$ cat src/rtl/bmp_reader_pkg.sv
// Shared types and helpers for the BMP frame-memory pixel reader.
// Holds the scan FSM encoding and the padded-row stride derivation.
package bmp_reader_pkg;

   localparam int COORD_W_DEFAULT = 32'sd11;

   typedef enum logic [2:0] {
      IDLE     = 3'd0,
      WAIT_RDY = 3'd1,
      RD_B     = 3'd2,
      RD_G     = 3'd3,
      RD_R     = 3'd4,
      CAP_R    = 3'd5,
      EMIT     = 3'd6
   } state_t;

   // BMP rows are padded up to a multiple of four bytes.
   function automatic int row_bytes_of(input int width);
      return ((width * 32'sd3 + 32'sd3) / 32'sd4) * 32'sd4;
   endfunction

endpackage

$ cat src/rtl/bmp_addr_gen.sv
// Pixel coordinate counters and byte pointer for a bottom-up BMP scan.
// The row base walks downward through memory by one padded stride per image row.
module bmp_addr_gen
   import bmp_reader_pkg::*;
#(
   parameter int WIDTH          = 768,
   parameter int HEIGHT         = 512,
   parameter int BMP_HEADER_NUM = 54,
   parameter int ADDR_W         = 21,
   parameter int COORD_W        = COORD_W_DEFAULT,
   parameter int ROW_BYTES      = row_bytes_of(WIDTH)
)(
   input  logic               CAMERA_CLK,
   input  logic               rst,
   input  logic               init,
   input  logic               advance,
   output logic [ADDR_W-1:0]  addr,
   output logic [COORD_W-1:0] x,
   output logic [COORD_W-1:0] y,
   output logic               last_in_row,
   output logic               last_pixel
);

   localparam logic [ADDR_W-1:0]  ROW_STEP  = ADDR_W'(ROW_BYTES);
   localparam logic [ADDR_W-1:0]  FIRST_ROW = ADDR_W'(BMP_HEADER_NUM + (HEIGHT - 32'sd1) * ROW_BYTES);
   localparam logic [COORD_W-1:0] X_LAST    = COORD_W'(WIDTH - 32'sd1);
   localparam logic [COORD_W-1:0] Y_LAST    = COORD_W'(HEIGHT - 32'sd1);

   logic [ADDR_W-1:0] row_base;
   logic [ADDR_W-1:0] col_off;

   assign addr        = row_base + col_off;
   assign last_in_row = (x == X_LAST);
   assign last_pixel  = last_in_row && (y == Y_LAST);

   // Counter and pointer update: col_off tracks 3*x incrementally.
   always_ff @(posedge CAMERA_CLK) begin
      if (rst) begin
         x        <= '0;
         y        <= '0;
         row_base <= '0;
         col_off  <= '0;
      end else if (init) begin
         x        <= '0;
         y        <= '0;
         row_base <= FIRST_ROW;
         col_off  <= '0;
      end else if (advance) begin
         if (last_in_row) begin
            x        <= '0;
            y        <= y + COORD_W'(1'b1);
            row_base <= row_base - ROW_STEP;
            col_off  <= '0;
         end else begin
            x        <= x + COORD_W'(1'b1);
            col_off  <= col_off + ADDR_W'(2'd3);
         end
      end else begin
         x        <= x;
         y        <= y;
         row_base <= row_base;
         col_off  <= col_off;
      end
   end

endmodule

$ cat src/rtl/bmp_pixel_reader.sv
// Streams a BMP image from byte-wide frame memory as raster-order RGB pixels.
// Each pixel is three single-byte reads (B, G, R) followed by a one-cycle strobe.
module bmp_pixel_reader
   import bmp_reader_pkg::*;
#(
   parameter int WIDTH          = 768,
   parameter int HEIGHT         = 512,
   parameter int BMP_HEADER_NUM = 54,
   parameter int ADDR_W         = 21,
   parameter int COORD_W        = COORD_W_DEFAULT
)(
   input  logic               CAMERA_CLK,
   input  logic               rst,
   input  logic               start,
   input  logic               sink_ready,
   input  logic [7:0]         mem_rd_data,
   output logic [ADDR_W-1:0]  mem_addr,
   output logic               mem_rd_en,
   output logic [7:0]         pixel_R,
   output logic [7:0]         pixel_G,
   output logic [7:0]         pixel_B,
   output logic [COORD_W-1:0] coordinate_X,
   output logic [COORD_W-1:0] coordinate_Y,
   output logic               readWrite,
   output logic               frame_done,
   output logic               busy
);

   localparam int ROW_BYTES = row_bytes_of(WIDTH);

   state_t             state;
   logic [7:0]         b_q;
   logic [7:0]         g_q;
   logic [ADDR_W-1:0]  pix_addr;
   logic [COORD_W-1:0] x;
   logic [COORD_W-1:0] y;
   logic               last_in_row;
   logic               last_pixel;
   logic               init;
   logic               advance;
   logic               frame_end;

   assign init      = (state == IDLE) && start;
   assign advance   = (state == EMIT);
   assign frame_end = last_in_row && last_pixel;

   bmp_addr_gen #(
      .WIDTH          (WIDTH),
      .HEIGHT         (HEIGHT),
      .BMP_HEADER_NUM (BMP_HEADER_NUM),
      .ADDR_W         (ADDR_W),
      .COORD_W        (COORD_W),
      .ROW_BYTES      (ROW_BYTES)
   ) u_addr_gen (
      .CAMERA_CLK  (CAMERA_CLK),
      .rst         (rst),
      .init        (init),
      .advance     (advance),
      .addr        (pix_addr),
      .x           (x),
      .y           (y),
      .last_in_row (last_in_row),
      .last_pixel  (last_pixel)
   );

   // Scan FSM; read data lags mem_rd_en by one cycle, so each byte is captured a state later.
   always_ff @(posedge CAMERA_CLK) begin
      if (rst) begin
         state        <= IDLE;
         mem_addr     <= '0;
         mem_rd_en    <= 1'b0;
         b_q          <= 8'h00;
         g_q          <= 8'h00;
         pixel_R      <= 8'h00;
         pixel_G      <= 8'h00;
         pixel_B      <= 8'h00;
         coordinate_X <= '0;
         coordinate_Y <= '0;
         readWrite    <= 1'b0;
         frame_done   <= 1'b0;
         busy         <= 1'b0;
      end else begin
         case (state)
            IDLE: begin
               if (start) begin
                  busy  <= 1'b1;
                  state <= WAIT_RDY;
               end else begin
                  state <= IDLE;
               end
            end
            WAIT_RDY: begin
               if (sink_ready) begin
                  mem_addr  <= pix_addr;
                  mem_rd_en <= 1'b1;
                  state     <= RD_B;
               end else begin
                  state <= WAIT_RDY;
               end
            end
            RD_B: begin
               mem_addr <= mem_addr + ADDR_W'(1'b1);
               state    <= RD_G;
            end
            RD_G: begin
               b_q      <= mem_rd_data;
               mem_addr <= mem_addr + ADDR_W'(1'b1);
               state    <= RD_R;
            end
            RD_R: begin
               g_q       <= mem_rd_data;
               mem_rd_en <= 1'b0;
               state     <= CAP_R;
            end
            CAP_R: begin
               pixel_R      <= mem_rd_data;
               pixel_G      <= g_q;
               pixel_B      <= b_q;
               coordinate_X <= x;
               coordinate_Y <= y;
               readWrite    <= 1'b1;
               frame_done   <= frame_end;
               state        <= EMIT;
            end
            EMIT: begin
               readWrite  <= 1'b0;
               frame_done <= 1'b0;
               if (frame_end) begin
                  busy  <= 1'b0;
                  state <= IDLE;
               end else begin
                  state <= WAIT_RDY;
               end
            end
            default: begin
               mem_rd_en  <= 1'b0;
               readWrite  <= 1'b0;
               frame_done <= 1'b0;
               busy       <= 1'b0;
               state      <= IDLE;
            end
         endcase
      end
   end

endmodule

$ cat config.mk
export PLATFORM = sky130hd
export DESIGN_NAME = bmp_pixel_reader
export DESIGN_NICKNAME = d
export VERILOG_FILES = /design/src/rtl/bmp_reader_pkg.sv /design/src/rtl/bmp_addr_gen.sv /design/src/rtl/bmp_pixel_reader.sv
export SDC_FILE = /design/constraint.sdc
export NUM_CORES = 1
export LEC_CHECK = 0
export ABC_AREA = 1
export CORE_ASPECT_RATIO = 0.5
export CORE_MARGIN = 8
export CORE_UTILIZATION = 52
export DETAILED_ROUTE_END_ITERATION = 16
export GPL_ROUTABILITY_DRIVEN = 0
export PLACE_DENSITY_LB_ADDON = 0.08
export SLEW_MARGIN = 20
export SYNTH_ARGS = -nofsm -noshare
export SYNTH_HDL_FRONTEND = slang
export SYNTH_SLANG_ARGS = --single-unit
$ cat constraint.sdc
create_clock -name CAMERA_CLK -period 1.7 [get_ports CAMERA_CLK]
set_clock_uncertainty 0.05 [all_clocks]
set_input_delay 0.34 -clock CAMERA_CLK [delete_from_list [all_inputs] [get_ports CAMERA_CLK]]
set_output_delay 0.34 -clock CAMERA_CLK [all_outputs]
set_load 0.01 [all_outputs]
-- Word level (Yosys, flattened, before mapping)
Cells that the tools add are included.
W data, S select, Z words.
- $mul: 0
- multiplexer cells: 18
- bitwise logic cells: 2
- equal/unequal tests: 11
- order comparisons: 0
- shift operators: 0
- div/mod/pow operators: 0
- reduce and logical (&&, ||, !) cells: 17
- add/subtract/negate cells: 6
- operators by type and width (cell ; number):
    $mux W21 ; 5
    $pmux W21 S2 ; 1
    $add A11 B1 Y11 const B ; 2
    $add A21 B1 Y21 const B ; 1
    $add A21 B2 Y21 const B ; 1
    $add A21 B21 Y21 ; 1
    $pmux W3 S7 ; 1
    $sub A21 B12 Y21 const B ; 1
    $reduce_or A5 Y1 ; 3
    $eq A11 B10 Y1 const B ; 1
    $eq A11 B9 Y1 const B ; 1
    $mux W11 ; 1
    $eq A3 B3 Y1 const B ; 3
    $reduce_and A2 Y1 ; 4
    $eq A3 B2 Y1 const B ; 2
    $pmux W1 S2 ; 3
    $reduce_bool A2 Y1 ; 3
    $mux W1 ; 5
    $ne A2 B2 Y1 const B ; 2
    $reduce_or A2 Y1 ; 2
    $eq A3 B1 Y1 const B ; 1
    $logic_and A1 B1 Y1 ; 3
    $logic_not A3 Y1 ; 1
    $pmux W1 S3 ; 1
    other kinds (4) ; 5
- output and inout bits: 71
- ROM bits: 0
- memories kept: 0
- register bits after elaboration: 154
- bits of input ports: 12
- word-level logic and storage cells: 72
- bits in latches: 0
- RAM bits: 0

-- Logic depth before layout (Yosys ltp)
Gate-level depths: netlist of the first run.
- depth after elaboration: 5
- depth in mapped cells: 14
- mapped depth without buffers: 14

-- Modules after synthesis
A second synthesis of the first run with hierarchy kept.
- cells, all modules: 1178
- area total of the unflattened synthesis: 7828.8 um2
- modules (own cells, without submodules) (module ; cells an instance ; area an instance (um2) ; seq. area each (um2) ; times used):
    bmp_addr_gen ; 629 ; 4011.3 ; 1141.1 ; 1
    bmp_pixel_reader ; 549 ; 3817.4 ; 1801.7 ; 1

-- Worst setup path after synthesis of the first run
No wires, ideal clock.
- path kind: register to register
- from: reg u_addr_gen.row_base[4]
- to: reg mem_addr[13]
- library setup time: 0.114 ns
- arrival time: 1.673 ns
- slack: -0.137 ns
- data required time: 1.536 ns
- stages on the path, launching flop included: 14
- cell sequence: dfxtp_1 -> ha_1 -> inv_1 -> fa_1 -> inv_1 -> nand3_1 -> nand2_1 -> nand2_1 -> nand2_1 -> nand3_1 -> nand2_1 -> nor2_1 -> o21bai_1 -> nor2_1
- cells in the longest elaborated chain, start to end: 3
- RTL lines (item ; RTL line ; source):
    start, declared ; bmp_addr_gen.sv:29 ; logic [ADDR_W-1:0] row_base;
    start signal, assigned ; bmp_addr_gen.sv:52 ; row_base <= row_base - ROW_STEP;
    start signal, assigned ; bmp_addr_gen.sv:61 ; row_base <= row_base;
    $add A21 B21 Y21 ; bmp_addr_gen.sv:32 ; assign addr = row_base + col_off;
    $mux W21 ; bmp_pixel_reader.sv:93 ; if (sink_ready) begin
    $pmux W21 S2 ; bmp_pixel_reader.sv:83 ; case (state)
    end signal, assigned ; bmp_pixel_reader.sv:94 ; mem_addr <= pix_addr;
    end signal, assigned ; bmp_pixel_reader.sv:102 ; mem_addr <= mem_addr + ADDR_W'(1'b1);
    end signal, assigned ; bmp_pixel_reader.sv:107 ; mem_addr <= mem_addr + ADDR_W'(1'b1);
    end, declared ; bmp_pixel_reader.sv:17 ; output logic [ADDR_W-1:0] mem_addr,
Every way passes these cells. The select of a mux whose other input is x is not followed.
A chain may end at the register's enable or synchronous reset.

-- Worst setup path after layout of the first run
- from: reg u_addr_gen.row_base[4]
- to: reg mem_addr[14]
The elaborated chain is that of the path after synthesis.

==> results of run 1 <==
cells in the final DEF, fill, tap and decap left out, types with 5 or more instances in the layout:
master and count:
dlygate4sd2_1 59, nor2_4 9, buf_6 13, o21ai_1 9
nor3_1 17, nand4_1 17, nand2_1 213, inv_1 96
ha_1 5, a21oi_1 81, o21ai_0 93, dlymetal6s2s_1 11
clkdlybuf4s50_1 12, nand3_2 12, inv_8 5, xor2_1 15
xnor2_1 12, a31oi_1 7, dfxtp_1 113, a21oi_2 10
nand3b_1 5, clkbuf_16 17, nor3_2 5, ha_4 16
nor2_1 187, nand2_4 6, nor2_2 16, dfxtp_2 30
nand3_1 52, clkinv_8 6, buf_4 126, nand2_2 21
inv_2 10, nand3_4 6
where the power goes:
part	total, mW	internal [mW]	switching (mW)
clock network	3.85	2.00	1.85
registers	3.73	3.58	0.155
logic	1.22	0.516	0.709
total	8.81	6.10	2.71
stage by stage:
step                      cell area (sq um)  setup TNS, ns  power (mW)  utilization (%)  setup slack (ns)
after floorplan                        7744              0       4.367                -          0.002658
after global placement                 9555        -0.8186       4.879            66.05          -0.09146
after detailed placement               9555         -2.161       4.899            66.05           -0.1323
after CTS                             10310        -0.9678       8.674            71.27           -0.1311
after global routing                  11010         -4.521       9.127            76.07           -0.2899
final                                 11010         -2.668       8.808            76.07           -0.2322
how the worst max path moves through the flow:
stage,endpoint,cells past startpoint
detailed placement,mem_addr[13],13
global route,mem_addr[18],14
global placement,mem_addr[9],7
CTS,mem_addr[13],14
finish,mem_addr[14],11
floorplan,mem_addr[13],13
state kept, by name, summed over array words and instances (netlist names):
signal               count
readWrite                1
g_q                      8
busy                     1
pixel_B                  8
u_addr_gen.row_base     14
b_q                      8
u_addr_gen.col_off      21
state                    3
mem_addr                21
mem_rd_en                1
pixel_R                  8
u_addr_gen.y            11
coordinate_X            11
u_addr_gen.x            11
frame_done               1
coordinate_Y            11
pixel_G                  8
cell usage after synthesis, types with 2 or more instances:
cell	number
a211oi_1	2
a21oi_1	93
a31oi_1	7
and2_1	2
buf_2	12
buf_4	2
clkbuf_1	24
clkinv_1	2
dfxtp_1	147
ha_1	21
inv_1	108
inv_2	2
nand2_1	236
nand2_2	4
nand3_1	69
nand3b_1	5
nand4_1	17
nor2_1	207
nor2_2	3
nor2_4	2
nor3_1	22
nor3_2	2
nor3_4	2
nor4_1	3
o211ai_1	2
o21a_1	2
o21ai_0	99
o21ai_1	6
o21bai_1	3
o22ai_1	2
or2_0	2
or2_2	4
xnor2_1	12
xor2_1	15
worst register-to-register path, cell delays in order (launching register included):
cell     delay [ns]
dfxtp_4        0.37
buf_6          0.13
ha_4           0.27
nand2_4        0.11
buf_6          0.11
nor2_4         0.04
buf_6          0.11
o21ai_2        0.20
nand2_1        0.10
nand2_1        0.10
nand3_1        0.13
a21oi_2        0.13
repair_timing:
action / 4_1_cts / 5_1_grt
resized for setup: 108 / 155
pin swaps: 10 / 47
endpoints found under the setup margin: 95 / 80
setup buffers: 4 / 19
metal layers:
metal  part of all wire (%)  wire length, um  GRT usage [%]  vias up
met5                      0                0              0        -
met4                    3.2              813          8.418        0
met3                    7.4             1877          6.710       70
met2                     46            11680          41.47      367
met1                     43            10870          29.78     3977
li1                       -                -              -     4171
cell families (layout without fill, tap and decap cells):
family	after synthesis	after routing	share of synthesized area, %
compound gates	218	218	14.67
fa+ha+maj	22	22	3.663
buf+inv	153	368	7.861
xor+xnor	27	27	3.063
flops	147	147	38.12
simple gates	586	586	32.63
final cells by class:
class                   count  share of cell area (%)
repair buffers            223                   17.33
well taps                 198                   2.251
flip-flops and latches    147                   27.22
multi-input cells         853                   43.64
clock inverters            15                   1.705
inverters                 113                   3.990
clock buffers              17                   3.865
==> metrics.md, run 1 <==
| Metric | Value |
|---|---|
| Status | complete, but fails checks |
| Violated checks | setup timing |
| Post-synth top area cell | dfxtp_1 |
| Number of remaining DRC errors | 0 |
| Slew of the pin with the lowest slew margin | just under 0.6 ns |
| Die width | between 150 and 200 um |
| Fmax | roughly 0.52 GHz |
| Sink Count | roughly 150 |
| Multi-input gate area | a little under 5000 sq um |
| Synthesized area | just under 8000 sq um |
| HP Class | register to register |
| R2R Setup Slk | -0.23 ns |
| CP top delay family | simple AND/OR/NAND/NOR gates |
| Dpl hpwl | around 17 mm |
| H-tree depth | 4 |
| Total die area | 19240 sq um |
| Post-synth ARST share | 0% |
| Layout area overhead | 42.56% |
| Finished Layout Cells | about 1.6k |
| Antenna Nets Post-Route | 0 |
| CTS tree | done |
| CTS clk-pin slew, worst paths | approximately 0.07 ns |
| Synth warn | 0 |
| Total track usage | between 20% and 30% |
| Final Max Slew Viols | 0 |
| Crit Path Category | register to register |
| Reg2reg end | mem_addr[14] |
| Crit-path cells | buf_6, ha_4, nand2_4, buf_6, nor2_4, buf_6, o21ai_2, nand2_1, nand2_1, nand3_1, a21oi_2 |
| CP Launch Type | register |
| TritonCTS Buffers | 17 |
| Clock root buffer | clkbuf_16 |
| Final Hold Viols | 0 |
| Avg Cell Area, Syn | around 6.7 sq um |
| Slowest CP cell | dfxtp_4 |
| Inst Count DP | between 1.5k and 2k |
| Min-delay src | busy |
| # IOs | between 80 and 90 |
| Wire per inst | 16.12 um |
| Clk_lat worst skew | roughly 0.43 ns |
| Yosys top cell area share | 38.12% |
| Iteration-0 DRC Markers | 732 |
| Pre-antenna DRT Iters | 5 |
| Most used cell, CP | buf_6 |
| Fin crit share | 113.7% |
| CTS max path bufs | 2 |
| Global-route wire length before repair | roughly 40 mm |
| Slowest stage delay, CP | about 0.37 ns |
| Register area | roughly 3000 sq um |
| Worst-path maximum fanout | 5 |
| Core area | roughly 14000 sq um |
| Largest net degree at the start of global routing | 36 |
| Ant. Diodes | 0 |
| RR Startpoint | u_addr_gen.row_base[4] |
| CP Launch Point | u_addr_gen.row_base[4] |
| EDFF count, synth | 0 |
| Min setup slack post-route | -0.2322 ns |
| Initial antenna violation count | 0 |
| Power per cell area | about 800 nW/um^2 |
| Vias in the first global route | around 8.2k |
| Vias | 8585 |
| Row count | 31 |
| Hold EP | busy |
| Top post-synthesis cells by area | dfxtp_1, nand2_1, nor2_1 |
| Ys flop type | dfxtp_1 |
| Syn_nets | between 1k and 1.5k |
| WP data arrival | roughly 2.2 ns |
| Share of cells above drive strength 1 | approximately a quarter |
| GRT Residual Overflow | 0 |
| Total Wirelength | around 25 mm |
| Unrepaired setup endpoints after global routing | yes |
| Reg2reg path depth | 11 |
| Setup violations, final | 20 |
| CP bufs+invs | 3 |
| Die H | a little over 100 um |
| Vias/cell | about 5.5 |
| Total Nets Final | about 1.4k |
| Hold Crit Depth | 2 |
| Syn Inst Count | approximately 1.2k |
| Input/output buffers | 82 |
| # fillers | between 1k and 1.5k |
| Pleak | between 5 and 6 nW |
| Synth unique cells | 46 |
| Max_cap viols | 0 |
| CTS Hold Buffers Added | 0 |
| Fin crit period | 1.932 ns |
| Fraction of the yosys area taken by sequential cells | 38.12% |
| Peak supply drop | 0.0005167 V |
| Slew Limit Headroom | between 60% and 70% |
| Flop and latch count out of synthesis | ~150 |
| Starting Density | 53.36% |
| Hold Slack | about 0.41 ns |
| Critical Path RT | 2.01 ns |
| Worst Setup End Kind | register |
(Power assumes the default switching activity.)
==> inputs of run 2 (changes only) <==
--- a/config.mk
+++ b/config.mk
@@ -8,10 +8,11 @@
 export ABC_AREA = 1
 export CORE_ASPECT_RATIO = 0.5
 export CORE_MARGIN = 8
-export CORE_UTILIZATION = 52
+export CORE_UTILIZATION = 57
 export DETAILED_ROUTE_END_ITERATION = 16
 export GPL_ROUTABILITY_DRIVEN = 0
 export PLACE_DENSITY_LB_ADDON = 0.08
+export SKIP_CTS_REPAIR_TIMING = 1
 export SLEW_MARGIN = 20
 export SYNTH_ARGS = -nofsm -noshare
 export SYNTH_HDL_FRONTEND = slang
==> constraint.sdc (replaced) <==
create_clock -name CAMERA_CLK -period 1.8 [get_ports CAMERA_CLK]
set_clock_uncertainty 0.05 [all_clocks]
set_input_delay 0.36 -clock CAMERA_CLK [delete_from_list [all_inputs] [get_ports CAMERA_CLK]]
set_output_delay 0.36 -clock CAMERA_CLK [all_outputs]
set_load 0.01 [all_outputs]
==> metrics.md, run 2 (synthesis results as in run 1) <==
| Metric | Value |
|---|---|
| # IOs | 83 (unchanged) |
| Final Max Slew Viols | 0 (unchanged) |
| CP Launch Type | register |
| Regs by FF count | mem_addr x21, u_addr_gen.col_off x21, u_addr_gen.row_base x14 |
| Fmax | 0.5315 GHz (+2.7%) |
| TritonCTS Buffers | 17 (unchanged) |
| Setup violations, final | 9 (-55%) |
| CTS clk-pin slew, worst paths | 0.07 ns (about the same) |
| Violated checks | setup timing |
| Largest net degree at the start of global routing | 56 (+56%) |
| CTS tree | done |
| Worst-path maximum fanout | 4 (-1) |
| Iteration-0 DRC Markers | 795 (+8.6%) |
| Unrepaired setup endpoints after global routing | yes |
| Die H | 98.29 um (-3.8%) |
| Total track usage | 25.50% (+1.1 points) |
| Layout area overhead | 34.16% |
| Pre-antenna DRT Iters | 6 (+1) |
| Input/output buffers | 82 (unchanged) |
| Power per cell area | 807.4 nW/um^2 (+0.89%) |
| Wire per inst | 15.97 um (-0.96%) |
| GRT Residual Overflow | 0 (unchanged) |
| Final total power | 8.363 mW (-5.0%) |
| Worst slack at placement | -0.1384 ns (-0.006112 ns) |
| Ant. Diodes | 0 (unchanged) |
| Total die area | 17750 sq um (-7.7%) |
| Pleak | 4.612 nW (-10%) |
| Fin crit share | 104.5% (-9.1 points) |
| Slew of the pin with the lowest slew margin | 0.5944 ns (+0.01221 ns) |
| Sink Count | 147 (unchanged) |
| Vias/cell | 5.640 (+2.9%) |
| Antenna Nets Post-Route | 0 (unchanged) |
| Vias | 8426 (-1.9%) |
| Most frequent cells in the layout | nand2_1, nor2_1, dfxtp_1 |
| WP data arrival | 2.15 ns (-0.09 ns) |
| Clk_lat worst skew | 0.43 ns (about the same) |
| H-tree depth | 4 (unchanged) |
| Share of cells above drive strength 1 | 17.98% (-6.9 points) |
| Finished Layout Cells | 1494 (-4.6%) |
| Max_cap viols | 0 (unchanged) |
| Total Nets Final | 1339 (-3.6%) |
| Critical Path RT | 2.07 ns (+0.06 ns) |
| Peak supply drop | 0.0005563 V (+7.7%) |
| Dpl hpwl | 16.36 mm (-2.0%) |
| Worst Setup End Kind | register |
| Inst Count DP | 1452 (-4.0%) |
| Die width | 180.6 um (-4.1%) |
| Crit Path Category | register to register |
| Slew Limit Headroom | 60.32% (-0.82 points) |
| Final Hold Viols | 0 (unchanged) |
| Min setup slack post-route | -0.08147 ns (+0.1507 ns) |
| CTS max path bufs | 2 (unchanged) |
| Number of remaining DRC errors | 0 (unchanged) |
| Vias in the first global route | 8044 (-1.3%) |
| Fin crit period | 1.881 ns (-0.05074 ns) |
| Core area | 13400 sq um (-7.4%) |
| Final core utilization | 77.29% (+1.2 points) |
| Global-route wire length before repair | 38.14 mm (-1.8%) |
| Row count | 30 (-3.2%) |
| Initial antenna violation count | 0 (unchanged) |
| Hold Slack | 0.4264 ns (+0.01284 ns) |
| Starting Density | 57.61% (+4.2 points) |
| Most common cell after layout, fill and taps aside | nand2_1 |
| Status | complete, but fails checks |
| HP Class | register to register |
| Total Wirelength | 23.85 mm (-5.5%) |
| Clock root buffer | clkbuf_16 |
==> run 2: cell types whose count changed in the layout (fill, tap and decap cells not counted), sizes merged <==
cell / change
clkbuf: +1
bufinv: +1
dlygate4sd2: -59
clkinvlp: -1
dlymetal6s2s: +2
clkdlybuf4s50: +57
buf: -51
==> run 2: critical path, stage by stage, from the launching register on <==
cell and delay, ns:
dfxtp_4 0.37, ha_4 0.13, inv_2 0.04, fa_2 0.36
inv_2 0.08, nand3_2 0.08, nand2_2 0.11, nand2_2 0.07
nand2_4 0.09, nand3_2 0.08, nand2_2 0.09, nor2_1 0.05
o21bai_1 0.13, nor2_1 0.06
==> run 2: report_power, final <==
part	internal [mW]	switching (mW)
sequential	3.38	0.146
combinational	0.476	0.629
clock	2.02	1.71
total	5.88	2.48
==> run 2: area by class of cell <==
class	count	area, sq um
clock inverters	15	205.2
well taps	176	220.2
inverters	113	426.7
clock buffers	17	425.4
multi-input cells	853	4483
flip-flops and latches	147	2985
repair buffers	173	1612
fillers	1004	3043
==> run 2: worst paths after layout <==
kind	start	to	slack, ns	cells past startpoint
max	u_addr_gen.col_off[1]	mem_addr[13]	-0.08	13
min	busy	busy	0.43	2
max reg2reg	u_addr_gen.col_off[1]	mem_addr[13]	-0.08	13
min reg2reg	busy	busy	0.43	2
==> run 2: through the flow <==
| stage | instance area (sq um) | setup TNS [ns] |
|---|---|---|
| 2_1_floorplan | 7721 | 0 |
| 5_1_grt | 10360 | -1.953 |
| 3_5_place_dp | 9245 | -0.7503 |
| 3_3_place_gp | 9245 | -0.07400 |
| 4_1_cts | 9876 | -1.902 |
| 6_report | 10360 | -0.3756 |
==> run 2: layer usage <==
layer	track usage, %	wire [um]
met3	5.817	1926
met5	0	0
met2	44.35	11230
met1	30.90	10160
met4	8.270	534
